<file path="src/rtl/raster_scan_ctrl_if.sv">
// rtl/raster_scan_ctrl_if.sv - Control inputs and coordinate stream bundle for raster_scan_ctrl
interface raster_scan_ctrl_if #(
    parameter int COL_BITS = 10,
    parameter int ROW_BITS = 10
);
    logic                start;
    logic                abort;
    logic [COL_BITS-1:0] img_width;
    logic [ROW_BITS-1:0] img_height;
    logic                out_ready;
    logic                out_valid;
    logic [COL_BITS-1:0] col;
    logic [ROW_BITS-1:0] row;
    logic                sol;
    logic                eol;
    logic                eof;
    logic                busy;
    logic                done;

    modport master (
        input  start, abort, img_width, img_height, out_ready,
        output out_valid, col, row, sol, eol, eof, busy, done
    );

    modport slave (
        output start, abort, img_width, img_height, out_ready,
        input  out_valid, col, row, sol, eol, eof, busy, done
    );
endinterface

</file>
<file path="src/rtl/raster_scan_ctrl.sv">
// rtl/raster_scan_ctrl.sv - Raster-order pixel coordinate sequencer with valid/ready output
module raster_scan_ctrl #(
    parameter int COL_BITS = 10,
    parameter int ROW_BITS = 10
) (
    input  logic              clk,
    input  logic              n_rst,
    raster_scan_ctrl_if.master bus
);
    typedef enum logic [1:0] {
        IDLE = 2'd0,
        RUN  = 2'd1,
        DONE = 2'd2
    } state_t;

    state_t              state_q, state_d;
    logic [COL_BITS-1:0] col_q, col_d;
    logic [ROW_BITS-1:0] row_q, row_d;
    logic [COL_BITS-1:0] w_lat_q, w_lat_d;
    logic [ROW_BITS-1:0] h_lat_q, h_lat_d;

    logic run;
    logic xfer;
    logic at_eol;
    logic at_last_row;

    assign run         = (state_q == RUN);
    assign xfer        = run && bus.out_ready;
    assign at_eol      = (col_q == w_lat_q);
    assign at_last_row = (row_q == h_lat_q);

    always_comb begin
        state_d = state_q;
        col_d   = col_q;
        row_d   = row_q;
        w_lat_d = w_lat_q;
        h_lat_d = h_lat_q;
        if (bus.abort) begin
            // Abort beats start, transfer and end of frame alike.
            state_d = IDLE;
            col_d   = '0;
            row_d   = '0;
        end else begin
            case (state_q)
                IDLE: begin
                    col_d = '0;
                    row_d = '0;
                    if (bus.start) begin
                        w_lat_d = bus.img_width;
                        h_lat_d = bus.img_height;
                        state_d = RUN;
                    end
                end
                RUN: begin
                    if (xfer) begin
                        if (!at_eol) begin
                            col_d = col_q + COL_BITS'(1);
                        end else if (!at_last_row) begin
                            col_d = '0;
                            row_d = row_q + ROW_BITS'(1);
                        end else begin
                            col_d   = '0;
                            row_d   = '0;
                            state_d = DONE;
                        end
                    end
                end
                DONE:    state_d = IDLE;
                default: state_d = IDLE;
            endcase
        end
    end

    always_ff @(posedge clk or negedge n_rst) begin
        if (!n_rst) begin
            state_q <= IDLE;
            col_q   <= '0;
            row_q   <= '0;
            w_lat_q <= '0;
            h_lat_q <= '0;
        end else begin
            state_q <= state_d;
            col_q   <= col_d;
            row_q   <= row_d;
            w_lat_q <= w_lat_d;
            h_lat_q <= h_lat_d;
        end
    end

    assign bus.out_valid = run;
    assign bus.busy      = run;
    assign bus.done      = (state_q == DONE);
    assign bus.col       = col_q;
    assign bus.row       = row_q;
    assign bus.sol       = run && (col_q == '0);
    assign bus.eol       = run && at_eol;
    assign bus.eof       = run && at_eol && at_last_row;
endmodule

</file>
<file path="src/flat_wrapper.sv">
// flat-port wrapper written by rule: the top's interface ports become plain ports
module raster_scan_ctrl_flat 
#(
    parameter int COL_BITS = 10,
    parameter int ROW_BITS = 10
)
  (clk, n_rst, bus_start, bus_abort, bus_img_width, bus_img_height, bus_out_ready, bus_out_valid, bus_col, bus_row, bus_sol, bus_eol, bus_eof, bus_busy, bus_done);
  raster_scan_ctrl_if #(.COL_BITS(COL_BITS), .ROW_BITS(ROW_BITS)) bus_i ();
  input  logic clk;
  input  logic n_rst;
  input wire logic [$bits(bus_i.start)-1:0] bus_start;
  input wire logic [$bits(bus_i.abort)-1:0] bus_abort;
  input wire logic [$bits(bus_i.img_width)-1:0] bus_img_width;
  input wire logic [$bits(bus_i.img_height)-1:0] bus_img_height;
  input wire logic [$bits(bus_i.out_ready)-1:0] bus_out_ready;
  output wire logic [$bits(bus_i.out_valid)-1:0] bus_out_valid;
  output wire logic [$bits(bus_i.col)-1:0] bus_col;
  output wire logic [$bits(bus_i.row)-1:0] bus_row;
  output wire logic [$bits(bus_i.sol)-1:0] bus_sol;
  output wire logic [$bits(bus_i.eol)-1:0] bus_eol;
  output wire logic [$bits(bus_i.eof)-1:0] bus_eof;
  output wire logic [$bits(bus_i.busy)-1:0] bus_busy;
  output wire logic [$bits(bus_i.done)-1:0] bus_done;
  assign bus_i.start = bus_start;
  assign bus_i.abort = bus_abort;
  assign bus_i.img_width = bus_img_width;
  assign bus_i.img_height = bus_img_height;
  assign bus_i.out_ready = bus_out_ready;
  assign bus_out_valid = bus_i.out_valid;
  assign bus_col = bus_i.col;
  assign bus_row = bus_i.row;
  assign bus_sol = bus_i.sol;
  assign bus_eol = bus_i.eol;
  assign bus_eof = bus_i.eof;
  assign bus_busy = bus_i.busy;
  assign bus_done = bus_i.done;
  raster_scan_ctrl #(.COL_BITS(COL_BITS), .ROW_BITS(ROW_BITS)) u_core (.clk(clk), .n_rst(n_rst), .bus(bus_i));
endmodule
</file>
<file path="config.mk">
export PLATFORM = sky130hd
export DESIGN_NAME = raster_scan_ctrl_flat
export DESIGN_NICKNAME = d
export VERILOG_FILES = /design/src/rtl/raster_scan_ctrl_if.sv /design/src/rtl/raster_scan_ctrl.sv /design/src/flat_wrapper.sv
export SDC_FILE = /design/constraint.sdc
export NUM_CORES = 1
export LEC_CHECK = 0
export BUFFER_PORTS_ARGS = -buffer_cell sky130_fd_sc_hd__buf_2
export CAP_MARGIN = 10
export CORE_MARGIN = 3
export CORE_UTILIZATION = 57
export CTS_CLUSTER_DIAMETER = 200
export DETAILED_ROUTE_END_ITERATION = 16
export PLACE_DENSITY = 0.87
export SYNTH_ARGS = -nofsm -noshare
export SYNTH_HDL_FRONTEND = slang
export SYNTH_SLANG_ARGS = --single-unit
</file>
<file path="constraint.sdc">
create_clock -name clk -period 3.5 [get_ports clk]
set_clock_uncertainty 0.15 [all_clocks]
set_input_delay 0.35 -clock clk [delete_from_list [all_inputs] [get_ports clk]]
set_output_delay 0.35 -clock clk [all_outputs]
set_load 0.005 [all_outputs]
</file>
# Yosys cells after proc, flatten, opt, wreduce, memory -nomap -nowiden
# Cells that the tools add are included.
# word_totals
register_bits,42
in_bits,25
out_inout_bits,26
word_cells,42
# classes
n_reduce_logical,11
muxes,15
bitwise,1
n_addsub,2
eq_ne,8
# ops
operator,n
2-to-1 mux 10 bit,7
case mux 10 bit (2 select lines),2
adder 10 x 1 -> 10 bit (second input constant),2
equality test 10 bit,2
!= test 3 bit (second input constant),4
zero test 10 bit,1
2-to-1 mux 2 bit,5
AND reduction 3 bit,2
logical AND 1 bit,4
case mux 2 bit (2 select lines),1
AND reduction 4 bit,1
nonzero test 3 bit,1
equality test 2 x 1 -> 1 bit (second input constant),1
equality test 2 bit (second input constant),1
zero test 2 bit,1
AND reduction 2 bit,1
NOT 1 bit,1

# Logic depth before layout (Yosys ltp)
# Gate-level depths: netlist (run 1).
# logic_depth
depth_word,6
depth_mapped,8
ltp_nobuf,6

# Least setup slack after synthesis (run 1)
# Ideal clock, no wire load.
# synth_timing
path_type,reg-to-reg
start,"reg u_core.col_q[7], in the netlist u_core.bus.col[7]"
end,"reg u_core.row_q[8], in the netlist u_core.bus.row[8]"
n_path_buf,1
setup_time_ns,0.087
arrival_time_ns,1.835
required_time_ns,3.263
path_stages_with_launch,7
setup_slack_ns,1.428
synth_period_minus_slack_ns,2.072
cell_sequence,dfrtp_1 -> xor2_1 -> nor4_2 -> a31oi_1 -> buf_2 -> or4_1 -> a22oi_1
# synth_via
elab_chain_cells,3
# synth_rtl
item,line,source
"start, declared",raster_scan_ctrl.sv:17,"logic [COL_BITS-1:0] col_q, col_d;"
"start signal, assigned",raster_scan_ctrl.sv:83,col_q <= col_d;
equality test 10 bit,raster_scan_ctrl.sv:29,assign at_eol = (col_q == w_lat_q);
!= test 3 bit (no source line),n/a,
AND reduction 3 bit (no source line),n/a,
"end signal, assigned",raster_scan_ctrl.sv:84,row_q <= row_d;
"end, declared",raster_scan_ctrl.sv:18,"logic [ROW_BITS-1:0] row_q, row_d;"
# Every way passes these cells.
# A chain may end at the register's enable or synchronous reset.

# Worst setup path after layout (run 1)
# layout_timing
start,"reg u_core.col_q[4], in the netlist u_core.bus.col[4]"
end,out bus_eof
# layout_via
elab_chain_cells,3
# layout_rtl
item,line,source
equality test 10 bit,raster_scan_ctrl.sv:29,
logical AND 1 bit (2 in a row),raster_scan_ctrl.sv:97,assign bus.eof = run && at_eol && at_last_row;
"end, declared",flat_wrapper.sv:21,output wire logic [$bits(bus_i.eof)-1:0] bus_eof;
# Every way passes these cells.

==> results of run 1 <==
-- cells by family after synthesis --
group / Yosys count / synth area share [%]
AOI/OAI and AO/OA: 25 / 7.60
xor gates and xnor gates: 27 / 10.7
adders and majority gates: 3 / 1.70
buffers and inverters: 13 / 2.44
DFF: 42 / 47.7
muxes: 20 / 10.2
and+or+nand+nor: 73 / 19.6
-- per-layer routing --
metal,track usage (%),up-vias,part of all wire (%)
met5,0,-,0
met4,10.9,0,1.5
met3,4.11,6,7.3
met2,35.5,82,46
met1,33.7,869,45
li1,-,853,-
-- synthesized netlist by cell type, drive strengths merged --
master | n | area [µm²]
a21oi | 1 | 5.00
a22oi | 7 | 52.6
a31oi | 1 | 6.26
a32oi | 1 | 8.76
and3 | 3 | 18.8
buf | 2 | 12.5
clkbuf | 6 | 22.5
dfrtp | 42 | 1050
ha | 3 | 37.5
inv | 5 | 18.8
mux2 | 20 | 225
nand2 | 10 | 37.5
nand2b | 1 | 6.26
nand3 | 4 | 20.0
nand3b | 2 | 15.0
nand4 | 12 | 75.1
nand4b | 4 | 35.0
nor2 | 13 | 48.8
nor2b | 2 | 12.5
nor3 | 2 | 10.0
nor3b | 1 | 7.51
nor4 | 7 | 56.3
nor4b | 4 | 35.0
o21a | 1 | 7.51
o21ai | 7 | 35.0
o21bai | 1 | 7.51
o31ai | 6 | 45.0
or2 | 1 | 6.26
or3 | 3 | 18.8
or4 | 4 | 30.0
xnor2 | 5 | 43.8
xor2 | 22 | 193
-- stage by stage --
stage | setup slack (ns) | utilization, % | cell area [µm²] | hold WS [ns]
final | 0.953 | 73.8 | 2600 | 0.0281
after floorplan | 1.43 | - | 2200 | -0.0956
after detailed placement | 1.05 | 71.2 | 2510 | 0.369
after CTS | 0.978 | 73.8 | 2600 | 0.0576
after global routing | 0.864 | 73.8 | 2600 | 0.0978
after global placement | 1.14 | 71.2 | 2510 | 0.362
-- worst paths after layout --
path / start / to / cells after the start
worst min register to register: u_core.h_lat_q[6] / u_core.h_lat_q[6] / 1
min in group clk: bus_abort / u_core.bus.col[1] / 2
worst min-delay path: n_rst / u_core.h_lat_q[3] / 1
worst max-delay path: u_core.bus.col[4] / bus_eof / 5
max in group asynchronous: n_rst / u_core.w_lat_q[7] / 1
worst max register to register: u_core.bus.col[4] / u_core.bus.row[8] / 6
-- flip-flops by register name, indices dropped and copies added, names as in the netlist --
name            cells
u_core.h_lat_q     10
u_core.bus.row     10
u_core.w_lat_q     10
u_core.state_q      2
u_core.bus.col     10
-- final cells by class --
class | count | share of cell area [%]
clock buffer | 7 | 3.32
inverter | 5 | 0.723
multi-input combinational | 148 | 42.6
sequential | 42 | 40.5
clock inverter | 1 | 0.193
timing repair buffer | 53 | 10.5
tap | 46 | 2.22
-- cell usage in the layout, fill, tap and decap left out, types with 4 or more instances in the layout --
master,n
xnor2_1,5
buf_2,50
o21ai_0,5
or4_1,4
o31ai_1,6
clkbuf_8,6
nor4_1,5
nand2_1,10
dfrtp_1,42
mux2_2,20
nand4b_1,4
a22oi_1,7
nand4_1,12
nand3_1,4
inv_1,5
xor2_1,22
nor2_1,13
-- power groups by stage --
| stage | Combinational [W] | Clock, W | Sequential, W |
|---|---|---|---|
| 2_1_floorplan | 0.000125 | 0 | 0.000580 |
| 3_3_place_gp | 0.000167 | 0 | 0.000590 |
| 3_5_place_dp | 0.000174 | 0 | 0.000594 |
| 4_1_cts | 0.000176 | 0.000322 | 0.000584 |
| 5_1_grt | 0.000194 | 0.000349 | 0.000591 |
| 6_report | 0.000174 | 0.000316 | 0.000585 |
==> flow_metrics.env, run 1 <==
export IMPL_drive_gt1_share_pct=32.8
export IMPL_yosysWarnings=0
export IMPL_cp_slowest_cell="dfrtp_1"
export IMPL_cts_resized=0
export IMPL_insertion_delay_ns=0.29
export IMPL_multiInputGateArea_mm2=0.00111
export IMPL_cp_start_kind="flop"
export IMPL_power_w=0.00107
export IMPL_ys_ff_latch=42
export IMPL_clock_sinks=42
export IMPL_antenna_found_initial=0
export IMPL_nFillCells=267
export IMPL_yosysUniqueCellTypes=35
export IMPL_critPathMaxFanout=9
export IMPL_clk_pin_slew_ns=0.08
export IMPL_maxCapViolCount=0
export IMPL_core_area_mm2=0.00352
export IMPL_maxSlewHeadroom_pct=40.3
export IMPL_nNetsFinal=283
export IMPL_hp_class="in2async"
export IMPL_crit_path_max_incr_delay_ns=0.47
export IMPL_tns_ns=0
export IMPL_fin_crit_ns=2.55
export IMPL_htreeDepth=2
export IMPL_post_cts_buffers=0
export IMPL_reg2reg_slack_ns=1.02
export IMPL_cts_tree="yes"
export IMPL_crit_required_ns=3.00
export IMPL_clkPwrFrac_pct=29.4
export IMPL_tightestPinTransition_ns=0.895
export IMPL_gr_total_overflow=0
export IMPL_fp_dieW_um=68.2
export IMPL_endpoint_kind="output pin"
export IMPL_postCtsHoldBufs=0
export IMPL_numCtsBuffers=5
export IMPL_outcome="complete, no violations"
export IMPL_mappedNetlistNets=231
export IMPL_rows=21
export IMPL_arrival_ns=2.05
export IMPL_rsz0062_at_grt="no"
export IMPL_seq_area_frac_synth_pct=47.7
export IMPL_vias=1810
export IMPL_power_density_mw_per_mm2=414
export IMPL_ir_drop_mv=0.346
export IMPL_dp_cells=294
export IMPL_place_congestion=0.933
export IMPL_p_comb_share_pct=16.2
export IMPL_period_share_pct=72.8
export IMPL_synthCells=203
export IMPL_internal_power_w=0.000790
export IMPL_setup_violations=0
export IMPL_grt_pass1_wl_um=8190
export IMPL_drtIter0Drc=124
export IMPL_grt_max_degree=43
export IMPL_syn2layout_area_growth_pct=17.8
export IMPL_stdcell_count=302
export IMPL_routedWlPerCell_um=16.1
export IMPL_report_final_slew_viol_count=0
export IMPL_cp_num_buf_inv=1
export IMPL_p_leak_nw=1.22
export IMPL_fmax_mhz=393
export IMPL_post_dp_hpwl_um=3570
export IMPL_avgSynthCellArea_um2=10.9
export IMPL_die_y_um=68.2
export IMPL_antennaDiodeCount=0
export IMPL_final_seq_area_mm2=0.00105
export IMPL_switching_share_pct=26.4
export IMPL_ioPinCount=51
export IMPL_report_final_hold_viol_count=0
export IMPL_syn_cell_area_mm2=0.00220
export IMPL_grt_usage_pct=23.8
export IMPL_start_util_pct=62.6
export IMPL_port_buffers=50
export IMPL_clock_path_buffers=2
export IMPL_path_delay_family="simple AND/OR/NAND/NOR gates"
export IMPL_cp_cell_sequence="xor2_1 -> nor4_2 -> nand3_1 -> nor3_1 -> buf_2"
export IMPL_dr_pass1_iters=4
export IMPL_drc_errors=0
export IMPL_dieArea_mm2=0.00465
export IMPL_ant_nets=0
export IMPL_p_switching_w=0.000284
export IMPL_pwr_share_seq_pct=54.4
export IMPL_clockRootBuffer="clkbuf_8"
export IMPL_wirelength_um=4850
export IMPL_vias_per_cell=5.99
export IMPL_path_class="reg2out"
export IMPL_first_global_vias=1718
Note: power is estimated with default switching activity, not from simulation.
==> inputs of run 2 (changes only) <==
- CORE_UTILIZATION: 57 -> 53
- PLACE_DENSITY: 0.87 -> 0.82
- clock period: 3.5 -> 2.4 ns (I/O delays scaled with it)
==> run 2 against run 1 <==
Utilization shrank 2.1 points. Hold slack lost 0.020 ns. Critical endpoint unchanged. Non-clock buffer count is 17 higher. Largest power group unchanged. Sequential cell count stayed put. First-iteration DRC count grew 22%. Sequential power increased by 45%. Combinational power is 54% higher. Clock power increased by 52%. Wire length grew 8.0%. Design area up 5.6%. Clock-buffer cell count fell by 1. Total power rose by 49%.
==> flow_metrics.env, run 2 (same netlist as run 1, synthesis figures left out) <==
export IMPL_outcome="complete, no violations"
export IMPL_min_path_cells=2
export IMPL_maxSlewHeadroom_pct=39.3
export IMPL_dieArea_mm2=0.00497
export IMPL_grt_met1_usage_pct=35.6
export IMPL_ioPinCount=51
export IMPL_report_final_slew_viol_count=0
export IMPL_clock_sinks=42
export IMPL_vias_per_cell=5.73
export IMPL_grtUsageMet3_pct=5.90
export IMPL_grt_use_met2_pct=31.9
export IMPL_p_leak_nw=1.30
export IMPL_die_y_um=70.5
export IMPL_dr_pass1_iters=4
export IMPL_period_share_pct=96.4
export IMPL_layout_setup_ws_ns=0.0859
export IMPL_arrival_ns=1.92
export IMPL_reg2regPathDepth=6
export IMPL_pwr_share_seq_pct=53.3
export IMPL_clock_path_buffers=2
export IMPL_antennaDiodeCount=0
export IMPL_nNetsFinal=300
export IMPL_internal_power_w=0.00116
export IMPL_gr_total_overflow=0
export IMPL_start_util_pct=57.6
export IMPL_fp_dieW_um=70.5
export IMPL_vias=1838
export IMPL_fin_crit_ns=2.31
export IMPL_drc_errors=0
export IMPL_place_congestion=0.889
export IMPL_grt_max_degree=43
export IMPL_drtIter0Drc=151
export IMPL_cts_tree="yes"
export IMPL_ir_drop_mv=0.529
export IMPL_hp_class="in2reg"
export IMPL_tightestPinTransition_ns=0.911
export IMPL_critPathMaxFanout=6
export IMPL_maxCapViolCount=0
export IMPL_numCtsBuffers=5
export IMPL_p_switching_w=0.000441
export IMPL_clockRootBuffer="clkbuf_8"
export IMPL_cp_cell_sequence="xor2_1 -> nor4_2 -> nand4_1 -> buf_4 -> nor3_1 -> buf_2"
export IMPL_antenna_found_initial=0
export IMPL_ant_nets=0
export IMPL_place_ws_ns=0.271
export IMPL_final_cell_mix="buf_2 (50), dfrtp_1 (40), xor2_1 (22)"
export IMPL_drive_gt1_share_pct=38.1
export IMPL_cp_slowest_cell="dfrtp_2"
export IMPL_crit_path_max_incr_delay_ns=0.46
export IMPL_rows=22
export IMPL_syn2layout_area_growth_pct=24.4
export IMPL_path_class="reg2out"
export IMPL_core_area_mm2=0.00383
export IMPL_power_w=0.00160
export IMPL_switching_share_pct=27.6
export IMPL_routedWlPerCell_um=16.3
export IMPL_setup_violations=0
export IMPL_clk_pin_slew_ns=0.08
export IMPL_fmax_mhz=432
export IMPL_insertion_delay_ns=0.30
export IMPL_grt_usage_pct=23.0
export IMPL_crit_required_ns=2.01
export IMPL_first_global_vias=1755
export IMPL_grt_pass1_wl_um=8950
export IMPL_top_usage_layer="met1"
export IMPL_htreeDepth=2
export IMPL_post_dp_hpwl_um=3830
export IMPL_tns_ns=0
export IMPL_port_buffers=50
export IMPL_p_comb_share_pct=16.8
export IMPL_layout_commonest_cell="buf_2"
export IMPL_power_density_mw_per_mm2=583
export IMPL_wirelength_um=5240
export IMPL_hold_ws_ns=0.00778
export IMPL_report_final_hold_viol_count=0
export IMPL_final_core_util_pct=71.7
export IMPL_clkPwrFrac_pct=30.0
export IMPL_cp_start_kind="flop"
export IMPL_endpoint_kind="output pin"
run 2: cell count changes in the layout (fill, tap and decap cells not counted), sizes merged:
cell,before,now
buf,53,69
clkbuf,7,6
clkinvlp,0,1
dlygate4sd3,0,1
run 2: through the flow:
step           instance area, µm²  cells
2_1_floorplan                2200    203
3_3_place_gp                 2610    309
3_5_place_dp                 2610    309
4_1_cts                      2720    319
5_1_grt                      2740    321
6_report                     2740    321
run 2: power by group through the flow:
| stage | combinational, W | clock [W] | sequential (W) |
|---|---|---|---|
| CTS | 0.000267 | 0.000480 | 0.000851 |
| global placement | 0.000248 | 0 | 0.000860 |
| floorplan | 0.000182 | 0 | 0.000846 |
| finish | 0.000268 | 0.000479 | 0.000851 |
| global route | 0.000297 | 0.000518 | 0.000861 |
| detailed placement | 0.000261 | 0 | 0.000866 |
run 2: final timing paths:
path | end | from | slack (ns)
worst max register to register | u_core.bus.row[7] | u_core.bus.col[5] | 0.25
worst max-delay path | bus_eof | u_core.bus.row[2] | 0.09
worst min-delay path | u_core.bus.col[0] | bus_abort | 0.008
min in group asynchronous | u_core.h_lat_q[3] | n_rst | 0.47
max in group asynchronous | u_core.bus.row[2] | n_rst | 1.02
worst min register to register | u_core.h_lat_q[4] | u_core.h_lat_q[4] | 0.38
run 2: critical path, delay by kind of cell, from the launching register on:
family                 cells  cell delay, ns
XOR/XNOR                   1            0.19
buffers and inverters      2            0.35
AND/OR/NAND/NOR            3            0.64
flip-flops                 1            0.46
run 2: layer usage:
layer | part of all wire, % | vias up
met2 | 46 | 64
met5 | 0 | -
met1 | 46 | 881
met4 | 1.1 | 0
met3 | 6.5 | 6
li1 | - | 887
run 2: timing repair:
action | in CTS | in global routing
endpoints found under the setup margin | 1 | 1
resized for setup | 1 | 2
hold buffers | 1 | 0
pin swaps | 1 | 1
cloned | 0 | 0
buffers inserted | 1 | 2
hold endpoints to repair | 42 | 0
run 2: final cells by class:
| cell class | instances | area (µm²) |
|---|---|---|
| inverter | 5 | 18.8 |
| sequential | 42 | 1050 |
| fill | 292 | 1080 |
| tap | 48 | 60.1 |
| clock buffer | 6 | 82.6 |
| clock inverter | 2 | 12.5 |
| multi-input combinational | 148 | 1110 |
| timing repair buffer | 70 | 403 |
